### src/rtl/mem_stage.sv
// mem_stage: memory pipeline stage. Completes loads by waiting for the data
// SRAM response, buffers that response while write-back stalls, and passes
// non-load results straight through. Also drives the stall and forward
// buses back to decode.
module mem_stage #(
   parameter int unsigned ES_TO_MS_WD = 72,
   parameter int unsigned MS_TO_WS_WD = 71
) (
   input  logic                   clk,
   input  logic                   reset,
   input  logic                   ws_allowin,
   output logic                   ms_allowin,
   input  logic                   es_to_ms_valid,
   input  logic [ES_TO_MS_WD-1:0] es_to_ms_bus,
   output logic                   ms_to_ws_valid,
   output logic [MS_TO_WS_WD-1:0] ms_to_ws_bus,
   output logic [5:0]             stall_ms_bus,
   output logic [32:0]            forward_ms_bus,
   input  logic [31:0]            data_sram_rdata,
   input  logic                   data_sram_data_ok
);

   localparam int unsigned DATA_W    = 32;
   localparam int unsigned DEST_W    = 5;
   localparam int unsigned RES_BIT   = 71;
   localparam int unsigned GR_WE_BIT = 70;
   localparam int unsigned HL_WE_BIT = 69;
   localparam int unsigned DEST_LSB  = 64;
   localparam int unsigned ALU_LSB   = 32;
   localparam int unsigned PC_LSB    = 0;

   logic                   ms_valid;
   logic [ES_TO_MS_WD-1:0] es_to_ms_bus_r;
   logic                   buf_valid;
   logic [DATA_W-1:0]      buf_data;

   logic                   ms_ready_go;
   logic                   res_from_mem;
   logic                   gr_we;
   logic                   hl_we;
   logic [DEST_W-1:0]      dest;
   logic [DATA_W-1:0]      alu_result;
   logic [DATA_W-1:0]      pc;
   logic [DATA_W-1:0]      load_data;
   logic [DATA_W-1:0]      final_result;
   logic                   ms_leave;
   logic                   buf_capture;

   // Unpack the held execute payload
   always_comb begin
      res_from_mem = es_to_ms_bus_r[RES_BIT];
      gr_we        = es_to_ms_bus_r[GR_WE_BIT];
      hl_we        = es_to_ms_bus_r[HL_WE_BIT];
      dest         = es_to_ms_bus_r[DEST_LSB +: DEST_W];
      alu_result   = es_to_ms_bus_r[ALU_LSB +: DATA_W];
      pc           = es_to_ms_bus_r[PC_LSB +: DATA_W];
   end

   // Handshake, result selection and outgoing buses
   always_comb begin
      ms_ready_go    = res_from_mem ? (buf_valid || data_sram_data_ok) : 1'b1;
      ms_allowin     = !ms_valid || (ms_ready_go && ws_allowin);
      ms_to_ws_valid = ms_valid && ms_ready_go;
      ms_leave       = ms_valid && ms_ready_go && ws_allowin;
      // Only the first response of a load is kept; later pulses are dropped
      buf_capture    = ms_valid && res_from_mem && data_sram_data_ok
                       && !buf_valid && !ws_allowin;
      load_data      = buf_valid ? buf_data : data_sram_rdata;
      final_result   = res_from_mem ? load_data : alu_result;
      ms_to_ws_bus   = {gr_we, hl_we, dest, final_result, pc};
      // A waiting load does not forward; decode stalls on stall_ms_bus instead
      forward_ms_bus = {ms_valid && ms_ready_go, final_result};
      stall_ms_bus   = {ms_valid && gr_we, dest};
   end

   // Stage valid and payload register
   always_ff @(posedge clk) begin
      if (reset) begin
         ms_valid       <= 1'b0;
         es_to_ms_bus_r <= '0;
      end else if (ms_allowin) begin
         ms_valid <= es_to_ms_valid;
         if (es_to_ms_valid) begin
            es_to_ms_bus_r <= es_to_ms_bus;
         end
      end
   end

   // Load response buffer; leaving the stage takes priority over capture
   always_ff @(posedge clk) begin
      if (reset) begin
         buf_valid <= 1'b0;
         buf_data  <= '0;
      end else if (ms_leave) begin
         buf_valid <= 1'b0;
      end else if (buf_capture) begin
         buf_valid <= 1'b1;
         buf_data  <= data_sram_rdata;
      end
   end

endmodule

### config.mk
export PLATFORM = sky130hd
export DESIGN_NAME = mem_stage
export DESIGN_NICKNAME = d
export VERILOG_FILES = /design/src/rtl/mem_stage.sv
export SDC_FILE = /design/constraint.sdc
export NUM_CORES = 1
export LEC_CHECK = 0
export CAP_MARGIN = 20
export CORE_MARGIN = 5
export CORE_UTILIZATION = 30
export CTS_BUF_LIST = sky130_fd_sc_hd__clkbuf_8
export CTS_CLUSTER_DIAMETER = 200
export CTS_CLUSTER_SIZE = 10
export DETAILED_ROUTE_END_ITERATION = 8
export SLEW_MARGIN = 40
export SYNTH_ARGS = -nofsm -noshare
export SYNTH_HDL_FRONTEND = slang
export SYNTH_SLANG_ARGS = --single-unit
### constraint.sdc
create_clock -name clk -period 1.9 [get_ports clk]
set_clock_uncertainty 0.05 [all_clocks]
set_input_delay 0.38 -clock clk [delete_from_list [all_inputs] [get_ports clk]]
set_output_delay 0.38 -clock clk [all_outputs]
set_load 0.02 [all_outputs]
Word level (Yosys, flattened, before mapping)
Index checks and enable logic that the tools add are counted.

Multiplexer cells: 3. Reduce and logical (&&, ||, !) cells: 16. Bitwise operators: 1.

Operators by type and width (number): 32-bit 2-to-1 mux (2); 1-bit logical AND (8); 2-bit AND reduction (2); 1-bit zero test (3); 1-bit logical OR (2); 2-bit OR reduction (1); 1-bit 2-to-1 mux (1); 1-bit inverter (1).

Output and inout bits: 112. Word-level logic and storage cells: 24. Register bits after elaboration: 106.

Longest topological paths before layout
Gate-level depths: netlist of run 1.

Depth in word-level cells: 6. Mapped depth: 6.

Least setup slack after synthesis of run 1
Ideal clock, no wire load.

Path kind: flip-flop to output port. Start point: register es_to_ms_bus_r[71]. End point: output ms_to_ws_bus[59]. Data required time: 1470 ps. Buffers on the path: 3. Stages on the path, launching flop included: 6. Data arrival time: 1590 ps. Slack: -120 ps. Path through: dfxtp_1 -> clkbuf_1 -> buf_1 -> nor2_1 -> a21oi_1 -> buf_4.

Cells in the longest elaborated chain, start to end: 1.

Ends and longest elaborated chain: start, declared (line 33) `logic [ES_TO_MS_WD-1:0] es_to_ms_bus_r;`; start signal, assigned (line 84) `es_to_ms_bus_r <= es_to_ms_bus;`; 32-bit 2-to-1 mux (line 69) `final_result = res_from_mem ? load_data : alu_result;`; end, declared (line 16) `output logic [MS_TO_WS_WD-1:0] ms_to_ws_bus,`.

Every way passes these cells.

Worst setup path after layout of run 1
Start point: register buf_valid. End point: output forward_ms_bus[32].

Cells in the longest elaborated chain, start to end: 3.

Ends and longest elaborated chain: start, declared (line 34) `logic buf_valid;`; start signal, assigned (line 92) `buf_valid <= 1'b0;`; start signal, assigned (line 95) `buf_valid <= 1'b0;`; start signal, assigned (line 97) `buf_valid <= 1'b1;`; 1-bit logical OR (line 61) `ms_ready_go = res_from_mem ? (buf_valid || data_sram_data_ok) : 1'b1;`; 1-bit 2-to-1 mux (line 61); 1-bit logical AND (line 72) `forward_ms_bus = {ms_valid && ms_ready_go, final_result};`; end, declared (line 18) `output logic [32:0] forward_ms_bus,`.

Every way passes these cells.

==> metrics.md, run 1 <==
| Metric | Value |
|---|---|
| Failing checks | `setup timing` |
| Drt via density | `4.29` |
| Die Area | `0.0233 mm²` |
| Layout fillers | `1,990` |
| Setup WS post-layout | `-0.186 ns` |
| Max Cap Viol | `0` |
| H-tree Lvls | `3` |
| Final hold violations | `0` |
| Total power | `0.00548 W` |
| Largest stage delay on the critical path | `~0.4 ns` |
| Worst-Margin Slew | `0.279 ns` |
| Final HPWL DP | `11.1 mm` |
| Initial core utilization | `0.303` |
| CP max FO | `3` |
| Initial DRC count | `146` |
| WS Path Type | `register to output pin` |
| Largest net degree at the start of global routing | `84` |
| Antenna Nets Post-Route | `0` |
| CTS tree | `done` |
| Yosys reg bits | `106` |
| Post-Syn Area | `0.00610 mm²` |
| R2R depth | `8` |
| Fin crit period | `2.09 ns` |
| DP Worst Slack | `-0.534 ns` |
| Max stage delay cell, worst path | `or3b_4` |
| Vias in the first global route | `4,613` |
| Final #Nets | `910` |
| Remaining Overflow, GRT | `0` |
| Critical Path Start Type | `register` |
| Worst-path clk slew | `between 0.1 and 0.15 ns` |
| Critical Path Start | `buf_valid` |
| Die Ht | `153 µm` |
| Die width | `roughly 150 µm` |
| Share of the yosys chip area belonging to registers | `0.348` |
| Final worst path period share | `1.10` |
| Share of cells above drive strength 1 | `0.239` |
| Mean Syn Cell Area | `9.36 µm²` |
| Global-route usage over all layers | `0.134` |
| Cell variety after synth | `23` |
| Number of cells produced by synthesis | `651` |
| Skew-Pair Late Insertion Delay | `0.38 ns` |
| Synth Area in Compound Gates | `0.0300` |
| Initial antenna violation count | `2` |
| Status | `finished, violations left` |
| Main combinational cell family by area after synthesis | `simple AND/OR/NAND/NOR gates` |
| Simple-gate portion of the synthesized area | `0.252` |
| Cell Pwr Density | `629 mW/mm²` |
| Final WL | `16.2 mm` |
| Setup TNS | `-4.03 ns` |
| R2r setup slk | `approximately 0.11 ns` |
| Leak | `between 3 and 4 nW` |
| Critical path arrival | `1.66 ns` |
| Num ports | `221` |
| WP data required | `1.47 ns` |
| Hold Buf Count CTS | `0` |
| Maximum clock rate | `0.479 GHz` |
| Mux share of post-synthesis cell area | `0.223` |
| Worst hold path type | `input pin to register` |
| Fin cells | `approximately 1,100` |
| RSZ-0062 raised after global routing | `yes` |
| Hold_ws | `0.396 ns` |
| Placed Cells incl. Taps | `1,036` |
| Routed len/inst | `15.1 µm` |
| Cts bufs inserted | `9` |
| Worst r2r dst | `es_to_ms_bus_r[16]` |
| First-pass GRT wire length | `25.4 mm` |
| Rows | `52` |
| Vias | `4,615` |
| Multi-input logic area | `0.00338 mm²` |
| Gpl congestion | `0.709` |
| CP Cell Sequence | `buf_6 > buf_6 > or3b_4 > and2_4 > buf_6` |
| Worst Setup EP | `forward_ms_bus[32]` |
| Most Frequent Cell on Critical Path | `buf_6` |
| Post-synthesis xor/xnor area fraction | `0` |
| Final routed DRC violation total | `0` |
| First-pass iteration count of the detailed router | `4` |
| Net Count, Synth | `760` |
| Area growth from synthesis to layout | `42.9%` |
| Deepest clock path buffer count | `2` |
| I/O Buffers | `220` |
| Final setup vio count | `51` |
| Area of the core | `just over 0.02 mm²` |
| Worst VDD drop | `between 0.3 and 0.4 mV` |
| Ys Warns | `0` |
| Max-slew headroom | `0.814` |
| Synth Area in Adders | `0` |
| Crit end category | `output pin` |
| Diode count | `0` |
| Slew Limit Fails | `0` |
| Clock sinks | `~110` |
| CTS Root Cell | `clkbuf_8` |
| Worst r2r src | `buf_valid` |
| Seq. cell area | `roughly 0.0021 mm²` |
==> state kept, by name (all words and copies together) (netlist names) <==
register and flops:
buf_valid 1, ms_valid 1, buf_data 32, es_to_ms_bus_r 72
==> repair_timing <==
item / 4_1_cts / 5_1_grt
resized for setup: 300 / 122
pin swaps: 3 / 11
cloned: 2 / 1
endpoints found under the setup margin: 68 / 71
buffers inserted: 8 / 14
==> worst min-delay path by stage <==
stage | start | depth (start not counted) | end | slack [ns]
final | reset | 3 | es_to_ms_bus_r[42] | 0.40
after global routing | reset | 3 | es_to_ms_bus_r[42] | 0.38
after CTS | reset | 3 | buf_data[8] | 0.36
after detailed placement | es_to_ms_bus_r[12] | 2 | es_to_ms_bus_r[12] | 0.41
after global placement | buf_data[22] | 2 | buf_data[22] | 0.41
after floorplan | buf_data[24] | 2 | buf_data[24] | 0.40
==> metrics by stage <==
step / instance area [µm²] / utilization
finish: 8710 / 0.433
global route: 8710 / 0.433
CTS: 8290 / 0.412
detailed placement: 8130 / 0.404
global placement: 8130 / 0.404
floorplan: 6200 / -
==> Yosys cell counts, drive strengths merged <==
cell type / instances / area (µm²)
and2: 2 / 12.5
mux2i: 136 / 1360
inv: 1 / 3.75
o21a: 1 / 7.51
clkbuf: 28 / 105
nor4bb: 1 / 10.0
a21oi: 32 / 160
and4b: 1 / 11.3
nor3: 1 / 5.00
buf: 95 / 784
nand2: 2 / 7.51
a31oi: 1 / 6.26
or3b: 1 / 8.76
or2b: 38 / 285
and2b: 1 / 8.76
a311oi: 1 / 8.76
nor2: 33 / 124
nand2b: 170 / 1060
dfxtp: 106 / 2120
==> cells by family (layout without fill, tap and decap cells) <==
group | after synthesis | count (layout)
AOI/OAI and AO/OA | 35 | 35
buffers and inverters | 124 | 279
DFF | 106 | 106
muxes | 136 | 136
and+or+nand+nor | 250 | 250
==> critical path, delay by kind of cell, from the launching register on <==
family	cells	cell delay, ns
buffers and inverters	3	0.36
flip-flops	1	0.38
AND/OR/NAND/NOR	2	0.54
==> power breakdown <==
group | leakage (nW) | internal [W] | total, W | switching, W
combinational | 2.40 | 0.000885 | 0.00168 | 0.000798
sequential | 0.869 | 0.00233 | 0.00240 | 0.0000691
clock | 0.100 | 0.000531 | 0.00139 | 0.000860
==> layout by cell type, fill, tap and decap left out, types with 3 or more instances in the layout <==
cell type and count:
a21oi_2 32, buf_12 11, buf_4 60, buf_6 33, clkbuf_8 10, clkdlybuf4s50_1 149
clkinv_4 3, dfxtp_1 103, mux2i_1 117, mux2i_2 12, mux2i_4 7, nand2b_1 170
nor2_1 25, nor2_2 6, or2b_1 38
==> area by class of cell <==
cell class,instances,area share
Sequential cell,106,0.245
Clock inverter,6,0.00575
Clock buffer,10,0.0158
Inverter,1,0.000431
Tap cell,270,0.0388
Timing Repair Buffer,262,0.306
Multi-Input combinational cell,421,0.388
==> layer usage <==
layer  share of wire  track usage  vias to the layer above
li1                -            -                     2339
met1            0.44        0.166                     2131
met2            0.47        0.223                      130
met3           0.073       0.0557                       11
met4          0.0078       0.0242                        4
met5          0.0019            0                        -
No activity file was read; power rests on OpenSTA's default activity.
==> inputs of run 2 (changes only) <==
Settings changed: CORE_MARGIN 5 to not set.
==> run 2 against run 1 <==
Compared with the run above:
- the flow still finishes with violations (setup timing)
- critical endpoint is now ms_to_ws_bus[48]
- sequential power is essentially flat
- global-route usage grew 1.5 points
- routed wire length shrank 5.8%
- via count decreased by 2.0%
- largest power group unchanged
==> metrics.md, run 2 (synthesized netlist as in run 1, its figures left out) <==
| Metric | Value |
|---|---|
| Vias in the first global route | `4,547 (-1.4%)` |
| Routed len/inst | `14.4 µm (-4.6%)` |
| Fin crit period | `2.03 ns (-0.0543 ns)` |
| H-tree Lvls | `3 (unchanged)` |
| Gpl congestion | `0.729 (+2.9%)` |
| Commonest non-fill, non-tap cell in the layout | `nand2b_1` |
| Drt via density | `4.25 (-0.82%)` |
| Num ports | `221 (unchanged)` |
| Antenna Nets Post-Route | `0 (unchanged)` |
| CTS tree | `done` |
| Final routed DRC violation total | `0 (unchanged)` |
| Failing checks | `setup timing` |
| Cts bufs inserted | `9 (unchanged)` |
| Clock sinks | `106 (unchanged)` |
| Final HPWL DP | `10.3 mm (-7.1%)` |
| Vias | `4,522 (-2.0%)` |
| Critical Path Start Type | `register` |
| Max stage delay cell, worst path | `dfxtp_4` |
| RSZ-0062 raised after global routing | `yes` |
| Status | `finished, violations left` |
| Die Ht | `145 µm (-5.2%)` |
| First-pass GRT wire length | `23.8 mm (-6.4%)` |
| Remaining Overflow, GRT | `0 (unchanged)` |
| Initial DRC count | `148 (+1.4%)` |
| Setup WS post-layout | `-0.131 ns (+0.0543 ns)` |
| Largest net degree at the start of global routing | `108 (+29%)` |
| First-pass iteration count of the detailed router | `6 (+2)` |
| Most frequent cells in the layout | `nand2b_1 (170), clkdlybuf4s50_1 (150), mux2i_1 (110)` |
| CP Cell Sequence | `buf_12 > buf_6 > mux2i_4 > a21oi_2 > buf_4` |
| Crit end category | `output pin` |
| Final #Nets | `904 (-0.66%)` |
| Area growth from synthesis to layout | `42.3%` |
| Die width | `145 µm (-5.2%)` |
| Area of the core | `0.0197 mm² (-1.9%)` |
| Share of cells above drive strength 1 | `0.234 (-0.00512)` |
| Initial core utilization | `0.309 (+0.00595)` |
| Rows | `51 (-1.9%)` |
| Hold_ws | `0.375 ns (-0.0215 ns)` |
| Largest stage delay on the critical path | `0.40 ns (about the same)` |
| Final setup vio count | `51 (unchanged)` |
| Final hold violations | `0 (unchanged)` |
| CTS Root Cell | `clkbuf_8` |
| Diode count | `0 (unchanged)` |
| Cell Pwr Density | `614 mW/mm² (-2.3%)` |
| Final worst path period share | `1.07 (-0.0286)` |
| Slew Limit Fails | `0 (unchanged)` |
| Global-route usage over all layers | `0.150 (+0.0151)` |
| Skew-Pair Late Insertion Delay | `0.37 ns (about the same)` |
| Hold Buf Count CTS | `0 (unchanged)` |
| Deepest clock path buffer count | `2 (unchanged)` |
| Max Cap Viol | `0 (unchanged)` |
| Die Area | `0.0209 mm² (-10%)` |
| Maximum clock rate | `0.492 GHz (+2.7%)` |
| I/O Buffers | `220 (unchanged)` |
| Layout fillers | `1,920 (-3.5%)` |
| Leak | `3.30 nW (-2.1%)` |
| Largest register FFs | `72 (unchanged)` |
| WP data required | `1.47 ns (about the same)` |
| Post-Route Utilization | `0.440 (+0.00672)` |
| Worst hold path type | `input pin to register` |
| Top reg by flops | `es_to_ms_bus_r` |
| Critical path arrival | `1.60 ns (-0.06 ns)` |
| WS Path Type | `register to output pin` |
| Worst-Margin Slew | `0.366 ns (+0.0866 ns)` |
| Max-slew headroom | `0.756 (-0.0577)` |
| Initial antenna violation count | `1 (-1)` |
| Largest regs | `es_to_ms_bus_r x72, buf_data x32` |
| CP max FO | `9 (+6)` |
| Worst VDD drop | `0.265 mV (-14%)` |
| R2r setup slk | `0.11 ns (about the same)` |
| Worst-path clk slew | `0.10 ns (about the same)` |
| Final WL | `15.3 mm (-5.8%)` |
[run 2: metal layers]
layer,GRT usage,routed length [µm]
met5,0,13
met4,0.0332,121
met3,0.0546,1250
met2,0.245,6910
met1,0.185,6980
[run 2: cell type report]
class	instances	area, µm²	area share
clock inverters	5	41.3	0.00476
clock buffers	9	124	0.0143
inverters	1	3.75	0.000433
repair buffers	256	2570	0.296
well taps	265	332	0.0382
multi-input cells	421	3480	0.401
flip-flops and latches	106	2130	0.246
[run 2: what timing repair did]
| action | in CTS | in global routing |
|---|---|---|
| hold endpoints to repair | 0 | 0 |
| setup buffers | 6 | 8 |
| resized for setup | 320 | 87 |
| pin swaps | 12 | 18 |
| setup endpoints to repair | 68 | 67 |
| cloned | 2 | 0 |
[run 2: path summary, 6_finish.rpt]
check                                   startpoint            endpoint  cells past startpoint
worst max-delay path                     buf_valid    ms_to_ws_bus[48]                      5
worst min-delay path                         reset            ms_valid                      3
worst max register to register           buf_valid  es_to_ms_bus_r[12]                      8
worst min register to register  es_to_ms_bus_r[48]  es_to_ms_bus_r[48]                      2
[run 2: worst max-delay path, delay by kind of cell, from the launching register on]
family / cells / cell delay [ns]
buffers and inverters: 3 / 0.45
multiplexers: 1 / 0.18
flip-flops: 1 / 0.40
AO/OA/AOI/OAI: 1 / 0.19
[run 2: metrics by stage]
step | setup TNS (ns) | cell area, µm² | worst slack (ns) | instances | power (W)
finish | -3.63 | 8670 | -0.131 | 1063 | 0.00533
global route | -9.14 | 8670 | -0.219 | 1063 | 0.00565
CTS | -6.16 | 8320 | -0.197 | 1056 | 0.00534
detailed placement | -29.16 | 8150 | -0.546 | 1034 | 0.00408
global placement | -30.15 | 8150 | -0.510 | 1034 | 0.00408
floorplan | -0.138 | 6200 | -0.0692 | 651 | 0.00347
[run 2: power by group]
| part | total [W] | switching, W | internal [W] | leakage, nW |
|---|---|---|---|---|
| Clock | 0.00130 | 0.000828 | 0.000475 | 0.0782 |
| Sequential | 0.00240 | 0.0000679 | 0.00233 | 0.869 |
| Combinational | 0.00163 | 0.000783 | 0.000843 | 2.36 |
| Total | 0.00533 | 0.00168 | 0.00365 | 3.30 |
==> inputs of run 3 (changes only) <==
Settings changed: ABC_AREA set to 1, RECOVER_POWER set to 100.
==> run 3 against run 2 <==
Compared with the run above:
- the flow now finishes without violations
- count of clock-buffer cells in the layout is 1 higher
- core utilization is 1.5 points lower
- clock power is 7% higher
- worst hold slack better by 0.073 ns
- critical path type unchanged
==> metrics.md, run 3 <==
| Metric | Value |
|---|---|
| Synth Area in Compound Gates | `0.0873 (+0.0574)` |
| Post-Syn Area | `0.00616 mm² (+1.0%)` |
| Critical path arrival | `1.47 ns (-0.13 ns)` |
| Skew-Pair Late Insertion Delay | `0.38 ns (about the same)` |
| Post-synthesis xor/xnor area fraction | `0 (unchanged)` |
| Simple-gate portion of the synthesized area | `0.275 (+0.0232)` |
| Area growth from synthesis to layout | `39.2%` |
| Deepest clock path buffer count | `2 (unchanged)` |
| Final #Nets | `1,198 (+33%)` |
| Top cells by count, synth | `inv_1 (222), nor2_1 (170), nand2_1 (148)` |
| Mean Syn Cell Area | `6.40 µm² (-32%)` |
| WP data required | `1.47 ns (about the same)` |
| Synth Area in Adders | `0 (unchanged)` |
| Post-synth top area cell | `dfxtp_1` |
| Die Area | `0.0211 mm² (+1.0%)` |
| Maximum clock rate | `0.528 GHz (+7.2%)` |
| Max Cap Viol | `0 (unchanged)` |
| Setup WS post-layout | `0.00426 ns (+0.136 ns)` |
| Leak | `4.37 nW (+32%)` |
| Fin cells | `1,364 (+28%)` |
| CP Cell Sequence | `inv_4 > clkbuf_16 > nor2_2 > o22ai_2 > buf_6` |
| Layout fillers | `2,149 (+12%)` |
| DP Worst Slack | `-0.483 ns (+0.0628 ns)` |
| WS Path Type | `register to output pin` |
| Mux share of post-synthesis cell area | `0 (-0.223)` |
| Count leader, synth | `inv_1` |
| Antenna Nets Post-Route | `0 (unchanged)` |
| WP buf/inv | `3 (unchanged)` |
| Crit-path leading delay family | `buffers and inverters` |
| Remaining Overflow, GRT | `0 (unchanged)` |
| Diode count | `0 (unchanged)` |
| Die Ht | `145 µm (+0.52%)` |
| Global-route usage over all layers | `0.169 (+0.0197)` |
| Initial antenna violation count | `0 (-1)` |
| Main combinational cell family by area after synthesis | `buffers and inverters` |
| Main area contributors after synthesis | `dfxtp_1 (34%), inv_1 (14%), nor2_1 (10%)` |
| Final routed DRC violation total | `0 (unchanged)` |
| CTS tree | `done` |
| Worst VDD drop | `0.290 mV (+9.6%)` |
| Final setup vio count | `0 (-100%)` |
| Largest register FFs | `72 (unchanged)` |
| Cell Pwr Density | `660 mW/mm² (+7.5%)` |
| Seq. cell area | `0.00213 mm² (about the same)` |
| Largest stage delay on the critical path | `0.40 ns (about the same)` |
| Net Count, Synth | `1,072 (+41%)` |
| Rows | `52 (+2.0%)` |
| Area of the core | `0.0202 mm² (+2.3%)` |
| Synth Flop Type | `dfxtp_1` |
| Final hold violations | `0 (unchanged)` |
| First-pass GRT wire length | `28.6 mm (+21%)` |
| Slew Limit Fails | `0 (unchanged)` |
| Max stage delay cell, worst path | `dfxtp_4` |
| I/O Buffers | `220 (unchanged)` |
| Crit end category | `output pin` |
| Largest net degree at the start of global routing | `41 (-62%)` |
| Worst hold path type | `register to register` |
| Routed len/inst | `13.3 µm (-7.6%)` |
| H-tree Lvls | `3 (unchanged)` |
| First-pass iteration count of the detailed router | `4 (-2)` |
| Commonest non-fill, non-tap cell in the layout | `inv_1` |
| CTS Root Cell | `clkbuf_8` |
| Post-synthesis async set-or-reset flop share | `0 (unchanged)` |
| Vias | `5,871 (+30%)` |
| Number of cells produced by synthesis | `963 (+48%)` |
| Gpl congestion | `0.785 (+7.6%)` |
| Status | `complete, no violations` |
| Final HPWL DP | `12.2 mm (+18%)` |
| Worst-path clk slew | `0.11 ns (about the same)` |
| Share of the yosys chip area belonging to registers | `0.345 (-0.00361)` |
| Initial core utilization | `0.305 (-0.00376)` |
| Cts bufs inserted | `9 (unchanged)` |
| Vias in the first global route | `5,373 (+18%)` |
| Top reg by flops | `es_to_ms_bus_r` |
| Initial DRC count | `291 (+97%)` |
| Largest regs | `es_to_ms_bus_r x72, buf_data x32` |
| Synth top area share | `0.345 (-0.00361)` |
| Hold Buf Count CTS | `0 (unchanged)` |
| Yosys reg bits | `106 (unchanged)` |
| Multi-input logic area | `0.00255 mm² (-26%)` |
| Num ports | `221 (unchanged)` |
| Final worst path period share | `0.998 (-0.0714)` |
| Placed Cells incl. Taps | `1,345 (+30%)` |
| RSZ-0062 raised after global routing | `yes` |
| Post-synth EDFFs | `0 (unchanged)` |
| Clock sinks | `106 (unchanged)` |
| Share of cells above drive strength 1 | `0.170 (-0.0643)` |
| Critical Path Start Type | `register` |
| Max-slew headroom | `0.619 (-0.137)` |
| CP max FO | `10 (+1)` |
| Die width | `145 µm (+0.52%)` |
| Cell variety after synth | `21 (-8.7%)` |
| Most frequent cells in the layout | `inv_1 (220), nor2_1 (150), clkdlybuf4s50_1 (149)` |
| Fin crit period | `1.90 ns (-0.136 ns)` |
| Ys Warns | `0 (unchanged)` |
| Worst-Margin Slew | `0.568 ns (+0.202 ns)` |
| Drt via density | `4.30 (+1.2%)` |
| Final WL | `18.1 mm (+19%)` |
==> run 3: per-stage QoR <==
step | util | setup TNS [ns] | total power (W) | cell area, µm² | hold WS [ns]
2_1_floorplan | - | 0 | 0.00363 | 6220 | 0.405
3_3_place_gp | 0.406 | -47.15 | 0.00430 | 8180 | 0.413
3_5_place_dp | 0.406 | -47.75 | 0.00431 | 8180 | 0.424
4_1_cts | 0.409 | -1.21 | 0.00566 | 8250 | 0.445
5_1_grt | 0.425 | -3.43 | 0.00600 | 8580 | 0.473
6_report | 0.425 | 0 | 0.00566 | 8580 | 0.448
==> run 3: timing repair <==
action,CTS,global route
cloned,0,2
buffers inserted,1,0
setup endpoints to repair,95,93
pin swaps,1,5
gates resized for setup,327,122
==> run 3: worst min-delay path: cells and delay by family (launching register included) <==
family        cells  cell delay, ns
simple gates      2            0.14
flops             1            0.33
==> run 3: worst paths after layout <==
kind | startpoint | end | slack (ns) | cells past startpoint
worst min register to register | buf_data[5] | buf_data[5] | 0.45 | 2
worst max-delay path | buf_valid | forward_ms_bus[12] | 0.004 | 5
worst max register to register | ms_valid | buf_data[22] | 0.10 | 8
worst min-delay path | buf_data[5] | buf_data[5] | 0.45 | 2
==> run 3: logic make-up after synthesis <==
family	after synthesis
simple gates	396
flops	106
buf+inv	362
compound gates	99
==> run 3: area by class of cell <==
cell class / instances / share of cell area
clock buffer: 10 / 0.0160
clock inverter: 6 / 0.00554
inverter: 224 / 0.0985
multi-input combinational: 495 / 0.298
sequential: 106 / 0.248
tap: 270 / 0.0394
timing repair buffer: 253 / 0.294
==> run 3: metal layers <==
| layer | part of all wire | GRT usage | up-vias |
|---|---|---|---|
| met5 | 0 | 0 | - |
| met4 | 0.0064 | 0.0400 | 0 |
| met3 | 0.060 | 0.0431 | 10 |
| met2 | 0.46 | 0.274 | 173 |
| met1 | 0.48 | 0.224 | 2611 |
| li1 | - | - | 3077 |
==> run 3: where the power goes <==
part	internal, W	switching, W	total [W]	leakage (nW)
sequential	0.00236	0.0000621	0.00242	0.874
clock	0.000528	0.000860	0.00139	0.0937
combinational	0.000865	0.000990	0.00186	3.41
total	0.00375	0.00191	0.00566	4.37
